$ cat config.mk
export PLATFORM = sky130hd
export DESIGN_NAME = bridge_rx_param
export DESIGN_NICKNAME = d
export VERILOG_FILES = /design/src/rtl/bridge_pkg.sv /design/src/rtl/hex_nibble_decode.sv /design/src/rtl/bridge_rx_param.sv
export SDC_FILE = /design/constraint.sdc
export NUM_CORES = 1
export LEC_CHECK = 0
export CAP_MARGIN = 25
export CORE_UTILIZATION = 45
export CTS_CLUSTER_DIAMETER = 120
export DETAILED_ROUTE_END_ITERATION = 12
export PLACE_DENSITY = 0.71
export SYNTH_ARGS = -nofsm -noshare
export SYNTH_HDL_FRONTEND = slang
export SYNTH_SLANG_ARGS = --single-unit
$ cat constraint.sdc
create_clock -name clk -period 2.57 [get_ports clk]
set_input_delay 0.514 -clock clk [delete_from_list [all_inputs] [get_ports clk]]
set_output_delay 0.514 -clock clk [all_outputs]
set_load 0.01 [all_outputs]
$ cat src/rtl/bridge_pkg.sv
// Shared types and constants for the ASCII bridge receiver.
package bridge_pkg;

  typedef enum logic [2:0] {IDLE, ADDR, ADDR_END, DATA, DATA_END, ERROR} state_t;

  localparam logic [7:0] CHAR_CR      = 8'h0D;
  localparam logic [7:0] CHAR_LF      = 8'h0A;
  localparam logic [7:0] PREAMBLE_DEF = 8'h4D;

  localparam logic [1:0] ERR_NONE    = 2'd0;
  localparam logic [1:0] ERR_BADCHAR = 2'd1;
  localparam logic [1:0] ERR_TERM    = 2'd2;
  localparam logic [1:0] ERR_OVF     = 2'd3;

  function automatic logic is_term(input logic [7:0] c);
    return (c == CHAR_CR) || (c == CHAR_LF);
  endfunction

endpackage

$ cat src/rtl/hex_nibble_decode.sv
// ASCII hex digit decoder, accepts upper- and lowercase.
module hex_nibble_decode (
  input  logic [7:0] i_data,
  output logic       o_is_hex,
  output logic [3:0] o_nibble
);

  always_comb begin
    o_is_hex = 1'b1;
    o_nibble = 4'd0;
    if (i_data >= 8'h30 && i_data <= 8'h39)
      o_nibble = i_data[3:0];
    else if ((i_data >= 8'h41 && i_data <= 8'h46) || (i_data >= 8'h61 && i_data <= 8'h66))
      o_nibble = i_data[3:0] + 4'd9;
    else
      o_is_hex = 1'b0;
  end

endmodule

$ cat src/rtl/bridge_rx_param.sv
// ASCII "M<addr><data><CR|LF>" command parser with ready/valid request output.
// Optional saturating error counter output when BRIDGE_RX_PARAM_ERRCNT_EN is defined.
module bridge_rx_param
  import bridge_pkg::*;
#(
  parameter int          ADDR_WIDTH = 16,
  parameter int          DATA_WIDTH = 16,
  parameter logic [7:0]  PREAMBLE   = PREAMBLE_DEF
) (
  input  logic                  clk,
  input  logic                  rst_n,
  input  logic [7:0]            rx_data,
  input  logic                  rx_valid,
  output logic [ADDR_WIDTH-1:0] addr_o,
  output logic [DATA_WIDTH-1:0] wdata_o,
  output logic                  rw_o,
  output logic                  valid_o,
  input  logic                  ready_i,
  output logic                  err_o,
`ifdef BRIDGE_RX_PARAM_ERRCNT_EN
  output logic [15:0]           err_count_o,
`endif
  output logic [1:0]            err_code_o
);

  localparam int AD      = (ADDR_WIDTH + 3) / 4;
  localparam int DD      = (DATA_WIDTH + 3) / 4;
  localparam int CNT_MAX = (AD > DD) ? AD : DD;
  localparam int CW      = $clog2(CNT_MAX + 1);

  logic       w_is_hex;
  logic [3:0] w_nib;

  hex_nibble_decode u_dec (
    .i_data   (rx_data),
    .o_is_hex (w_is_hex),
    .o_nibble (w_nib)
  );

  state_t                r_state, w_state_nxt;
  logic [CW-1:0]         r_cnt, w_cnt_nxt;
  logic [ADDR_WIDTH-1:0] r_addr_sh, r_addr;
  logic [DATA_WIDTH-1:0] r_data_sh, r_wdata;
  logic                  r_rw, r_valid, r_err;
  logic [1:0]            r_code;

  logic w_term, w_hex_ok;
  logic w_clr, w_sh_addr, w_sh_data, w_done_rd, w_done_wr, w_err_bad, w_err_term;

  assign w_term   = is_term(rx_data);
  // The preamble is never a digit, even if a custom preamble happens to be hex.
  assign w_hex_ok = w_is_hex && (rx_data != PREAMBLE);

  always_comb begin
    w_state_nxt = r_state;
    w_cnt_nxt   = r_cnt;
    w_clr       = 1'b0;
    w_sh_addr   = 1'b0;
    w_sh_data   = 1'b0;
    w_done_rd   = 1'b0;
    w_done_wr   = 1'b0;
    w_err_bad   = 1'b0;
    w_err_term  = 1'b0;
    if (rx_valid) begin
      case (r_state)
        IDLE: if (rx_data == PREAMBLE) begin
          w_state_nxt = ADDR;
          w_cnt_nxt   = '0;
          w_clr       = 1'b1;
        end
        ADDR: if (w_hex_ok) begin
          w_sh_addr = 1'b1;
          w_cnt_nxt = r_cnt + 1'b1;
          if (r_cnt == CW'(AD - 1)) w_state_nxt = ADDR_END;
        end else begin
          w_state_nxt = ERROR;
          w_err_bad   = 1'b1;
        end
        ADDR_END: if (w_term) begin
          w_state_nxt = IDLE;
          w_done_rd   = 1'b1;
        end else if (w_hex_ok) begin
          w_sh_data   = 1'b1;
          w_cnt_nxt   = CW'(1);
          w_state_nxt = (DD == 1) ? DATA_END : DATA;
        end else begin
          w_state_nxt = ERROR;
          w_err_bad   = 1'b1;
        end
        DATA: if (w_hex_ok) begin
          w_sh_data = 1'b1;
          w_cnt_nxt = r_cnt + 1'b1;
          if (r_cnt == CW'(DD - 1)) w_state_nxt = DATA_END;
        end else begin
          w_state_nxt = ERROR;
          w_err_bad   = 1'b1;
        end
        DATA_END: if (w_term) begin
          w_state_nxt = IDLE;
          w_done_wr   = 1'b1;
        end else begin
          w_state_nxt = ERROR;
          w_err_term  = 1'b1;
        end
        ERROR: if (w_term) w_state_nxt = IDLE;
        default: w_state_nxt = IDLE;
      endcase
    end
  end

  logic w_done, w_free, w_load, w_ovf, w_err;
  assign w_done = w_done_rd | w_done_wr;
  assign w_free = !r_valid || ready_i;
  assign w_load = w_done && w_free;
  assign w_ovf  = w_done && !w_free;
  assign w_err  = w_err_bad | w_err_term | w_ovf;

  always_ff @(posedge clk or negedge rst_n) begin
    if (!rst_n) begin
      r_state   <= IDLE;
      r_cnt     <= '0;
      r_addr_sh <= '0;
      r_data_sh <= '0;
      r_addr    <= '0;
      r_wdata   <= '0;
      r_rw      <= 1'b0;
      r_valid   <= 1'b0;
      r_err     <= 1'b0;
      r_code    <= ERR_NONE;
    end else begin
      r_state <= w_state_nxt;
      r_cnt   <= w_cnt_nxt;
      if (w_clr) begin
        r_addr_sh <= '0;
        r_data_sh <= '0;
      end else begin
        // Truncating shift drops the excess MSBs of the leading digit.
        if (w_sh_addr) r_addr_sh <= ADDR_WIDTH'({r_addr_sh, w_nib});
        if (w_sh_data) r_data_sh <= DATA_WIDTH'({r_data_sh, w_nib});
      end
      if (w_load) begin
        r_addr  <= r_addr_sh;
        r_wdata <= w_done_wr ? r_data_sh : '0;
        r_rw    <= w_done_wr;
        r_valid <= 1'b1;
      end else if (ready_i) begin
        r_valid <= 1'b0;
      end
      r_err <= w_err;
      if (w_err) r_code <= w_err_bad ? ERR_BADCHAR : (w_err_term ? ERR_TERM : ERR_OVF);
    end
  end

  assign addr_o     = r_addr;
  assign wdata_o    = r_wdata;
  assign rw_o       = r_rw;
  assign valid_o    = r_valid;
  assign err_o      = r_err;
  assign err_code_o = r_code;

`ifdef BRIDGE_RX_PARAM_ERRCNT_EN
  logic [15:0] r_err_cnt;
  always_ff @(posedge clk or negedge rst_n) begin
    if (!rst_n)                            r_err_cnt <= '0;
    else if (r_err && r_err_cnt != 16'hFFFF) r_err_cnt <= r_err_cnt + 16'd1;
  end
  assign err_count_o = r_err_cnt;
`endif

endmodule

==> results.yml <==
setup_path:
  cp_slowest_cell: "or4b_1"
  path_buf_inv: 2
  crit_family: "simple AND/OR/NAND/NOR gates"
  cp-start-kind: "input port"
  r2r-start: "r_state[2]"
  rrSetupSlack_ns: 0.71
  cp_max_fo: 25
  endpoint_kind: "flip-flop"
  max_stage_delay_ns: 0.54
  crit_chain: "clkdlybuf4s50_1, or4b_1, or3_1, nor2_8, nand3_4, buf_12, mux2_4"
  rr_worst_depth: 5
  arrival_ns: 2.72
  crit_required_ns: 2.79
  worstSetupPathType: "in2reg"
  reg2reg_to: "r_addr_sh[0]"
sta:
  layout_min_cycle_time_ns: 2.49
  slew_viol_final: 0
  finalClockSkew_ns: 0.0103
  setup_viol: 0
  worst_pin_slew_ns: 0.915
  fmax_mhz: 401
  hold_viol_final: 0
  rsz0062_at_grt: "no"
  finalCritPeriodShare: 0.970
  slew-limit-headroom: 0.390
power:
  power_mw: 2.62
  pwr-share-clk: 0.413
  netSwitchingFraction: 0.235
  seqPwrFrac: 0.486
  internal-power_mw: 2.00
  power.leakage_nw: 2.14
  power.density_nw_per_um2: 591
  p_comb_frac: 0.101
  power_switching_uw: 617
  peakVddDrop_v: 0.000292
final_layout:
  n_antenna_cell: 0
  finalCoreUtilization: 0.609
  final_area_sq_um: 4440
  drive_gt1_frac: 0.176
  nNetsFinal: 399
  syn2layout_area_growth_pct: 29.7
  final.fill_count: 632
placed_design:
  dpl_cell_area_sq_um: 4180
  dpl.hpwl_um: 4670
  io_buffer_count: 48
  routabilityCongestion: 0.877
run:
  cap_violations: 0
logic_synthesis:
  syn_avg_cell_area_sq_um: 11.0
  synth.area.top_cells: "dfrtp_1, mux2_4, a22o_1, nand3_1, nand2_1"
  syn_inst: 310
  ys.flop_type: "dfrtp_1"
  synth_most_common_cell: "dfrtp_1"
  synth_area_leader_cell: "dfrtp_1"
  ys_seq_elements: 75
  synth_cell_types: 51
  synth_area_sq_um: 3420
  netlist_top_cells_count: "dfrtp_1, nand2_1, nand3_1"
  seq_area_frac_synth: 0.549
  async_flop_share: 1.00
  synth_top_area_share: 0.549
  syn_nets: 328
  yosys_warnings: 0
  synth_edf_count: 0
cts:
  post-cts-setup-buffer-count: 0
  clkSinkCount: 75
  worstSkewPairLatency_ns: 0.35
  cts_made_buffers: 9
  cts_root_buffer: "clkbuf_8"
  cts_buffer_depth: 2
  h-tree-depth: 3
  cts_tree: "built"
  holdBufCountCts: 0
  clk_pin_slew_ns: 0.08
  cts_resized: 0
floorplan:
  pin_count: 49
  fp.dieW_um: 89.2
  design.core.area_sq_um: 7290
  start_util: 0.469
  row_count: 31
  die-area_sq_um: 7950
  die_h_um: 89.2
route:
  drt_iter0_drc: 111
  ant_nets: 0
  first_pass_iters: 4
  via_per_inst: 5.24
  drcViolationCount: 0
  dr_total_vias: 2539
  wl_um: 6750
  routedWlPerCell_um: 13.9
grt:
  antenna_found_initial: 0
  grt.met1_usage: 0.260
  grtUsageMet2: 0.302
  grt_util_all_layers: 0.190
  use_met3: 0.0286
  grt_pass1_vias: 2414
  grt_max_degree: 76
  overflow: 0
  grt_pass1_wl_um: 11400
  grt-busiest-layer: "met2"
status:
  status: "finished clean"
min_path:
  hold_class: "in2async"
-- cell usage in the layout (no fill, tap or decap), types with 2 or more instances in the layout --
cell / netlist / final
a22o_1: 16 / 16
a221o_1: 2 / 2
or3_1: 2 / 2
mux2i_1: 6 / 6
mux2_4: 13 / 13
nand3_1: 28 / 28
nor3_1: 4 / 4
ha_1: 6 / 6
nand2_1: 34 / 34
nand2b_1: 5 / 5
o21ai_0: 9 / 9
dfrtp_1: 75 / 75
o21ai_1: 14 / 14
bufinv_16: 0 / 3
and3_1: 2 / 2
nor4_1: 2 / 2
buf_4: 1 / 28
buf_12: 0 / 4
a21o_1: 2 / 2
mux2_2: 4 / 4
clkbuf_8: 0 / 9
and4_1: 2 / 2
nor2_1: 12 / 12
clkdlybuf4s50_1: 0 / 47
a21oi_1: 10 / 10
inv_1: 16 / 16
nor2b_1: 2 / 2
-- area by class of cell --
cell class	instances	area, sq um	share of cell area
Clock buffer	10	128	0.0288
Inverter	16	60.1	0.0135
Tap cell	99	124	0.0279
Clock inverter	6	113	0.0254
Timing Repair Buffer	79	761	0.171
Multi-Input combinational cell	200	1380	0.310
Sequential cell	75	1880	0.423
-- state kept, by name, summed over array words and instances, names as in the netlist --
signal and cells:
rw_o 1, err_code_o 2, r_cnt 3, r_data_sh 16, addr_o 16, r_addr_sh 16
valid_o 1, r_state 3, wdata_o 16, err_o 1
-- metrics by stage --
step	setup TNS [ns]	std cells	hold slack (ns)	setup WS, ns
after floorplan	0	310	0.218	0.181
after global placement	-12.99	469	0.461	-0.240
after detailed placement	-15.36	469	0.474	-0.289
after CTS	0	485	0.335	0.0394
after global routing	0	485	0.373	0.0221
final	0	485	0.295	0.0770
-- layer usage --
metal / wire (um) / up-vias / share of wire
li1: - / 1248 / -
met1: 3210 / 1222 / 0.48
met2: 3170 / 57 / 0.47
met3: 248 / 12 / 0.037
met4: 123 / 0 / 0.018
met5: 0 / - / 0
-- power by group through the flow --
stage | combinational [mW] | clock [mW] | sequential [mW]
after floorplan | 0.143 | 0 | 1.28
after global placement | 0.259 | 0 | 1.29
after detailed placement | 0.264 | 0 | 1.30
final | 0.264 | 1.08 | 1.27
after global routing | 0.301 | 1.16 | 1.28
after CTS | 0.266 | 1.11 | 1.27
-- cells by family after synthesis --
group | synth area share
buffers and inverters | 0.0501
and+or+nand+nor | 0.156
DFF | 0.549
xor gates and xnor gates | 0.00256
adders and majority gates | 0.0219
AOI/OAI and AO/OA | 0.130
muxes | 0.0911
-- worst max-delay path by stage --
stage                           from      endpoint  slack, ns  cells past startpoint
after detailed placement  rx_data[5]  r_addr_sh[0]      -0.29                      8
after global placement    rx_data[5]    addr_o[11]      -0.24                      7
final                     rx_data[5]     addr_o[3]       0.08                      7
after CTS                 rx_data[5]  r_addr_sh[0]       0.04                      8
after floorplan           rx_data[5]    addr_o[10]       0.18                      7
after global routing      rx_data[5]  r_addr_sh[0]       0.02                      8
Power figures use the tool's default switching activity.
